## src/rtl/ff_seq_pkg.sv

```systemverilog
// Shared types and constants for the RC flip-flop bank write sequencer.
// Window lengths are held in a 4-bit down-counter.
package ff_seq_pkg;

  typedef enum logic [2:0] {
    IDLE,
    SETUP,
    PULSE,
    HOLD,
    FIN
  } state_t;

  localparam int CNT_W   = 4;
  localparam int CYC_MIN = 1;
  localparam int CYC_MAX = 15;

  function automatic bit cyc_ok(input int c);
    return (c >= CYC_MIN) && (c <= CYC_MAX);
  endfunction

endpackage

```

## src/rtl/seq_cnt.sv

```systemverilog
// Loadable down-counter with zero flag.
// Shared by the setup, pulse and hold windows.
import ff_seq_pkg::*;

module seq_cnt (
  input  logic             i_clk,
  input  logic             i_rst_n,
  input  logic             i_load,
  input  logic [CNT_W-1:0] i_val,
  input  logic             i_dec,
  output logic             o_zero
);

  logic [CNT_W-1:0] r_cnt;

  always_ff @(posedge i_clk or negedge i_rst_n) begin
    if (!i_rst_n) begin
      r_cnt <= '0;
    end else if (i_load) begin
      r_cnt <= i_val;
    end else if (i_dec && (r_cnt != '0)) begin
      r_cnt <= r_cnt - 1'b1;
    end
  end

  assign o_zero = (r_cnt == '0);

endmodule

```

## src/rtl/ff8_loader.sv

```systemverilog
// Write-side sequencer for the 8-bit RC flip-flop bank:
// presents a byte, pulses the capture clock pair, checks readback.
import ff_seq_pkg::*;

module ff8_loader #(
  parameter int WIDTH     = 8,
  parameter int SETUP_CYC = 2,
  parameter int PULSE_CYC = 1,
  parameter int HOLD_CYC  = 1,
  parameter bit CHECK_EN  = 1'b1
) (
  input  logic             CK,
  input  logic             RSTB,
  input  logic             IN_VALID,
  output logic             IN_READY,
  input  logic [WIDTH-1:0] IN_DATA,
  output logic [WIDTH-1:0] D_OUT,
  output logic             CAP_CK,
  output logic             CAP_CKB,
  input  logic [WIDTH-1:0] Q_IN,
  output logic             BUSY,
  output logic             DONE,
  output logic             ERR
);

  if (!(cyc_ok(SETUP_CYC) && cyc_ok(PULSE_CYC)
        && cyc_ok(HOLD_CYC))) begin : g_bad_cyc
    $error("ff8_loader: window length outside 1..15");
  end

  localparam logic [CNT_W-1:0] SETUP_LD = CNT_W'(SETUP_CYC - 1);
  localparam logic [CNT_W-1:0] PULSE_LD = CNT_W'(PULSE_CYC - 1);
  localparam logic [CNT_W-1:0] HOLD_LD  = CNT_W'(HOLD_CYC - 1);

  state_t           r_state;
  logic [WIDTH-1:0] r_dout;
  logic             r_cap;
  logic             r_capb;
  logic             r_busy;
  logic             r_done;
  logic             r_err;

  logic             w_accept;
  logic             w_zero;
  logic             w_load;
  logic [CNT_W-1:0] w_ld_val;
  logic             w_dec;
  logic             w_set_end;
  logic             w_pls_end;
  logic             w_hld_end;

  assign IN_READY  = RSTB && ((r_state == IDLE) || (r_state == FIN));
  assign w_accept  = IN_VALID && IN_READY;
  assign w_set_end = (r_state == SETUP) && w_zero;
  assign w_pls_end = (r_state == PULSE) && w_zero;
  assign w_hld_end = (r_state == HOLD) && w_zero;

  always_comb begin
    w_load   = 1'b0;
    w_ld_val = '0;
    w_dec    = 1'b0;
    unique case (1'b1)
      w_accept: begin
        w_load   = 1'b1;
        w_ld_val = SETUP_LD;
      end
      w_set_end: begin
        w_load   = 1'b1;
        w_ld_val = PULSE_LD;
      end
      w_pls_end: begin
        w_load   = 1'b1;
        w_ld_val = HOLD_LD;
      end
      default: w_dec = 1'b1;
    endcase
  end

  seq_cnt u_cnt (
    .i_clk   (CK),
    .i_rst_n (RSTB),
    .i_load  (w_load),
    .i_val   (w_ld_val),
    .i_dec   (w_dec),
    .o_zero  (w_zero)
  );

  // CAP_CK and CAP_CKB are separate flops updated together, never equal
  always_ff @(posedge CK or negedge RSTB) begin
    if (!RSTB) begin
      r_state <= IDLE;
      r_dout  <= '0;
      r_cap   <= 1'b0;
      r_capb  <= 1'b1;
      r_busy  <= 1'b0;
      r_done  <= 1'b0;
      r_err   <= 1'b0;
    end else begin
      case (r_state)
        IDLE, FIN: begin
          r_done <= 1'b0;
          if (w_accept) begin
            r_dout  <= IN_DATA;
            r_state <= SETUP;
            r_busy  <= 1'b1;
          end else begin
            r_state <= IDLE;
            r_busy  <= 1'b0;
          end
        end
        SETUP: begin
          if (w_zero) begin
            r_state <= PULSE;
            r_cap   <= 1'b1;
            r_capb  <= 1'b0;
          end
        end
        PULSE: begin
          if (w_zero) begin
            r_state <= HOLD;
            r_cap   <= 1'b0;
            r_capb  <= 1'b1;
          end
        end
        HOLD: begin
          if (w_zero) begin
            r_state <= FIN;
            r_busy  <= 1'b0;
            r_done  <= 1'b1;
            r_err   <= CHECK_EN && (Q_IN != r_dout);
          end
        end
        default: r_state <= IDLE;
      endcase
    end
  end

  assign D_OUT   = r_dout;
  assign CAP_CK  = r_cap;
  assign CAP_CKB = r_capb;
  assign BUSY    = r_busy;
  assign DONE    = r_done;
  assign ERR     = r_err;

endmodule

```

## config.mk

```make
export PLATFORM = sky130hd
export DESIGN_NAME = ff8_loader
export DESIGN_NICKNAME = d
export VERILOG_FILES = /design/src/rtl/ff_seq_pkg.sv /design/src/rtl/seq_cnt.sv /design/src/rtl/ff8_loader.sv
export SDC_FILE = /design/constraint.sdc
export NUM_CORES = 1
export LEC_CHECK = 0
export BUFFER_PORTS_ARGS = -buffer_cell sky130_fd_sc_hd__clkbuf_2
export CAP_MARGIN = 20
export CORE_UTILIZATION = 56
export CTS_BUF_LIST = sky130_fd_sc_hd__clkbuf_8
export CTS_CLUSTER_SIZE = 16
export DETAILED_ROUTE_END_ITERATION = 6
export MAX_ROUTING_LAYER = met4
export PLACE_DENSITY = 0.94
export REMOVE_ABC_BUFFERS = 1
export SLEW_MARGIN = 20
export SYNTH_ARGS = -nofsm -noshare
export SYNTH_HDL_FRONTEND = slang
export SYNTH_HIERARCHICAL = 1
export SYNTH_SLANG_ARGS = --single-unit
```

## constraint.sdc

```tcl
create_clock -name CK -period 5.85 [get_ports CK]
set_clock_uncertainty 0.1 [all_clocks]
set_input_delay 1.4625 -clock CK [delete_from_list [all_inputs] [get_ports CK]]
set_output_delay 1.4625 -clock CK [all_outputs]
set_load 0.02 [all_outputs]
```

==> results.yml <==
placement:
  dpl-instance-area_um2: 1230
  place_inst: 151
  gp_congestion: 0.843
  hpwl_um: 1540
  port_buffers: 32
  pre_cts_slack_ns: 2.01
detailed_routing:
  via_count: 826
  drtIter0Drc: 12
  drt-total-wl_um: 2050
  wl_per_cell_um: 13.2
  first_pass_iters: 4
  vias_per_cell: 5.33
  drc: 0
  ant_nets: 0
floorplanning:
  num_rows: 15
  core_area_um2: 1760
  dieArea_um2: 2100
  die_h_um: 45.8
  start_util_pct: 61.0
  ioPinCount: 33
  die_x_um: 45.8
layout:
  antenna_cells: 0
  fill_cells: 146
  final_common_cell: "clkbuf_2"
  multi_input_area_um2: 523
  regArea_um2: 502
  drive_gt1_share_pct: 39.2
  fin_util_pct: 72.9
  final_cells: 155
  syn2layout_area_growth_pct: 19.5
  fin_nets: 151
  layout_common_cells: "clkbuf_2 (32), dfrtp_1 (19), nand2_1 (8), o21ai_0 (8), xnor2_1 (8)"
  final_cell_area_um2: 1290
clock_network:
  cts.reportedPaths.clkPinSlew_ns: 0.08
  hold_buffers: 0
  cts-root-buf: "clkbuf_8"
  cts_setup_buffers: 0
  clk_latency_ns: 0.26
  cts_tree: "built"
  cts-buffers-inserted: 3
  ctsResizeCount: 0
  h-tree-depth: 1
  clk_path_buf_depth: 2
  cts.sinks: 20
setup_path:
  arrival_ns: 2.26
  startpoint_type: "input pin"
  end_kind: "output port"
  critPathMaxFanout: 22
  worstPathRequired_ns: 4.29
  r2r_start: "u_cnt/r_cnt[0]"
  startpoint: "RSTB"
  crit_type: "in -> out"
sta:
  slew_violations: 0
  worst_pin_slew_ns: 0.519
  whs_ns: 0.366
  fin_crit_sh_pct: 65.3
  hold_violations: 0
  fmax_mhz: 262
  period_needed_ns: 3.82
  slew_headroom_pct: 65.4
  layout_setup_ws_ns: 2.03
  setup_viol: 0
  setup_tns_ns: 0
  rsz0062_at_grt: "no"
synthesis:
  synthCells: 97
  ys_ff_latch: 20
  yosys.area_share.simple_pct: 17.4
  yosysUniqueCellTypes: 34
  syn_area_per_cell_um2: 11.1
  synth-edff-count: 0
  synthAdderAreaFrac_pct: 1.16
  synth_compound_area_share_pct: 10.3
  syn_area_um2: 1080
  synth_top_family_by_area: "simple AND/OR/NAND/NOR gates"
  yosys_warnings: 6
  synth_xor_area_share_pct: 8.14
  ys_seq_area_share_pct: 46.6
  synthArstFlopShare_pct: 100
  synthFlopType: "dfrtp_1"
  synth_mux_area_share_pct: 10.5
power_and_ir_drop:
  vdd_drop_max_v: 0.000311
  finalPower_uw: 726
  p_per_area_nw_per_um2: 565
  p_leak_nw: 0.625
global_routing:
  grt.overflow.total: 0
  grt_pass1_wl_um: 3270
  grt_max_degree: 23
  grt_pass1_vias: 809
  grt_util_all_layers_pct: 23.0
  antenna_found_initial: 0
worst_hold_path:
  worstHoldStart: "CAP_CKB"
  hp-class: "reg -> reg"
run_status:
  status: "completed"
job:
  drv_cap: 0
-- flip-flops by register name (all words and copies together), names as in the netlist --
register	flops
CAP_CK	1
r_state	3
D_OUT	8
ERR	1
u_cnt/r_cnt	4
DONE	1
CAP_CKB	1
BUSY	1
-- cell families after synthesis --
kind of cell | after synthesis
multiplexers | 8
AO/OA/AOI/OAI | 18
other | 1
flip-flops | 20
adder cells (fa/ha/maj) | 1
XOR/XNOR | 10
AND/OR/NAND/NOR | 30
buffers and inverters | 9
-- final cells by class --
class | instances | share of cell area [%]
clock buffers | 4 | 4.28
repair buffers | 32 | 12.5
inverters | 4 | 1.17
flip-flops and latches | 20 | 39.0
multi-input cells | 70 | 40.7
well taps | 25 | 2.43
-- power breakdown --
part           internal (mW)  switching (mW)
registers              0.204          0.0741
clock network         0.0599          0.0456
logic                  0.167           0.176
-- cell usage after synthesis (2+ instances only) --
master	instances	area share, %
xor2_1	2	1.6
mux2_4	6	8.4
nand2_1	8	2.8
buf_6	3	3.1
mux2_2	2	2.1
o21ai_0	8	3.7
xnor2_1	8	6.5
nand2b_1	2	1.2
inv_1	4	1.4
nor3_1	2	0.93
a21oi_1	5	2.3
nor2_1	5	1.7
dfrtp_1	19	44
buf_2	2	0.93
nand4_1	2	1.2
-- final timing paths --
kind | to | slack [ns] | cells past startpoint
worst min register to register | CAP_CKB | 0.37 | 2
worst max-delay path | IN_READY | 2.03 | 3
worst min-delay path | CAP_CKB | 0.37 | 2
min in group asynchronous | CAP_CK | 1.06 | 1
max in group asynchronous | CAP_CKB | 4.23 | 1
worst max register to register | u_cnt/r_cnt[3] | 3.30 | 8
-- critical path, cell delays in order --
cell and delay [ns]:
clkbuf_2 0.41, and2_1 0.21, clkbuf_2 0.16
-- layer usage --
| layer | vias up | track usage, % | part of all wire, % | wire length [um] |
|---|---|---|---|---|
| li1 | 400 | - | - | - |
| met1 | 398 | 23.2 | 39 | 798 |
| met2 | 24 | 40.9 | 56 | 1150 |
| met3 | 4 | 6.35 | 3.9 | 80 |
| met4 | 0 | 10.6 | 0.93 | 19 |
| met5 | - | - | 0 | 0 |
Power figures use the tool's default switching activity.
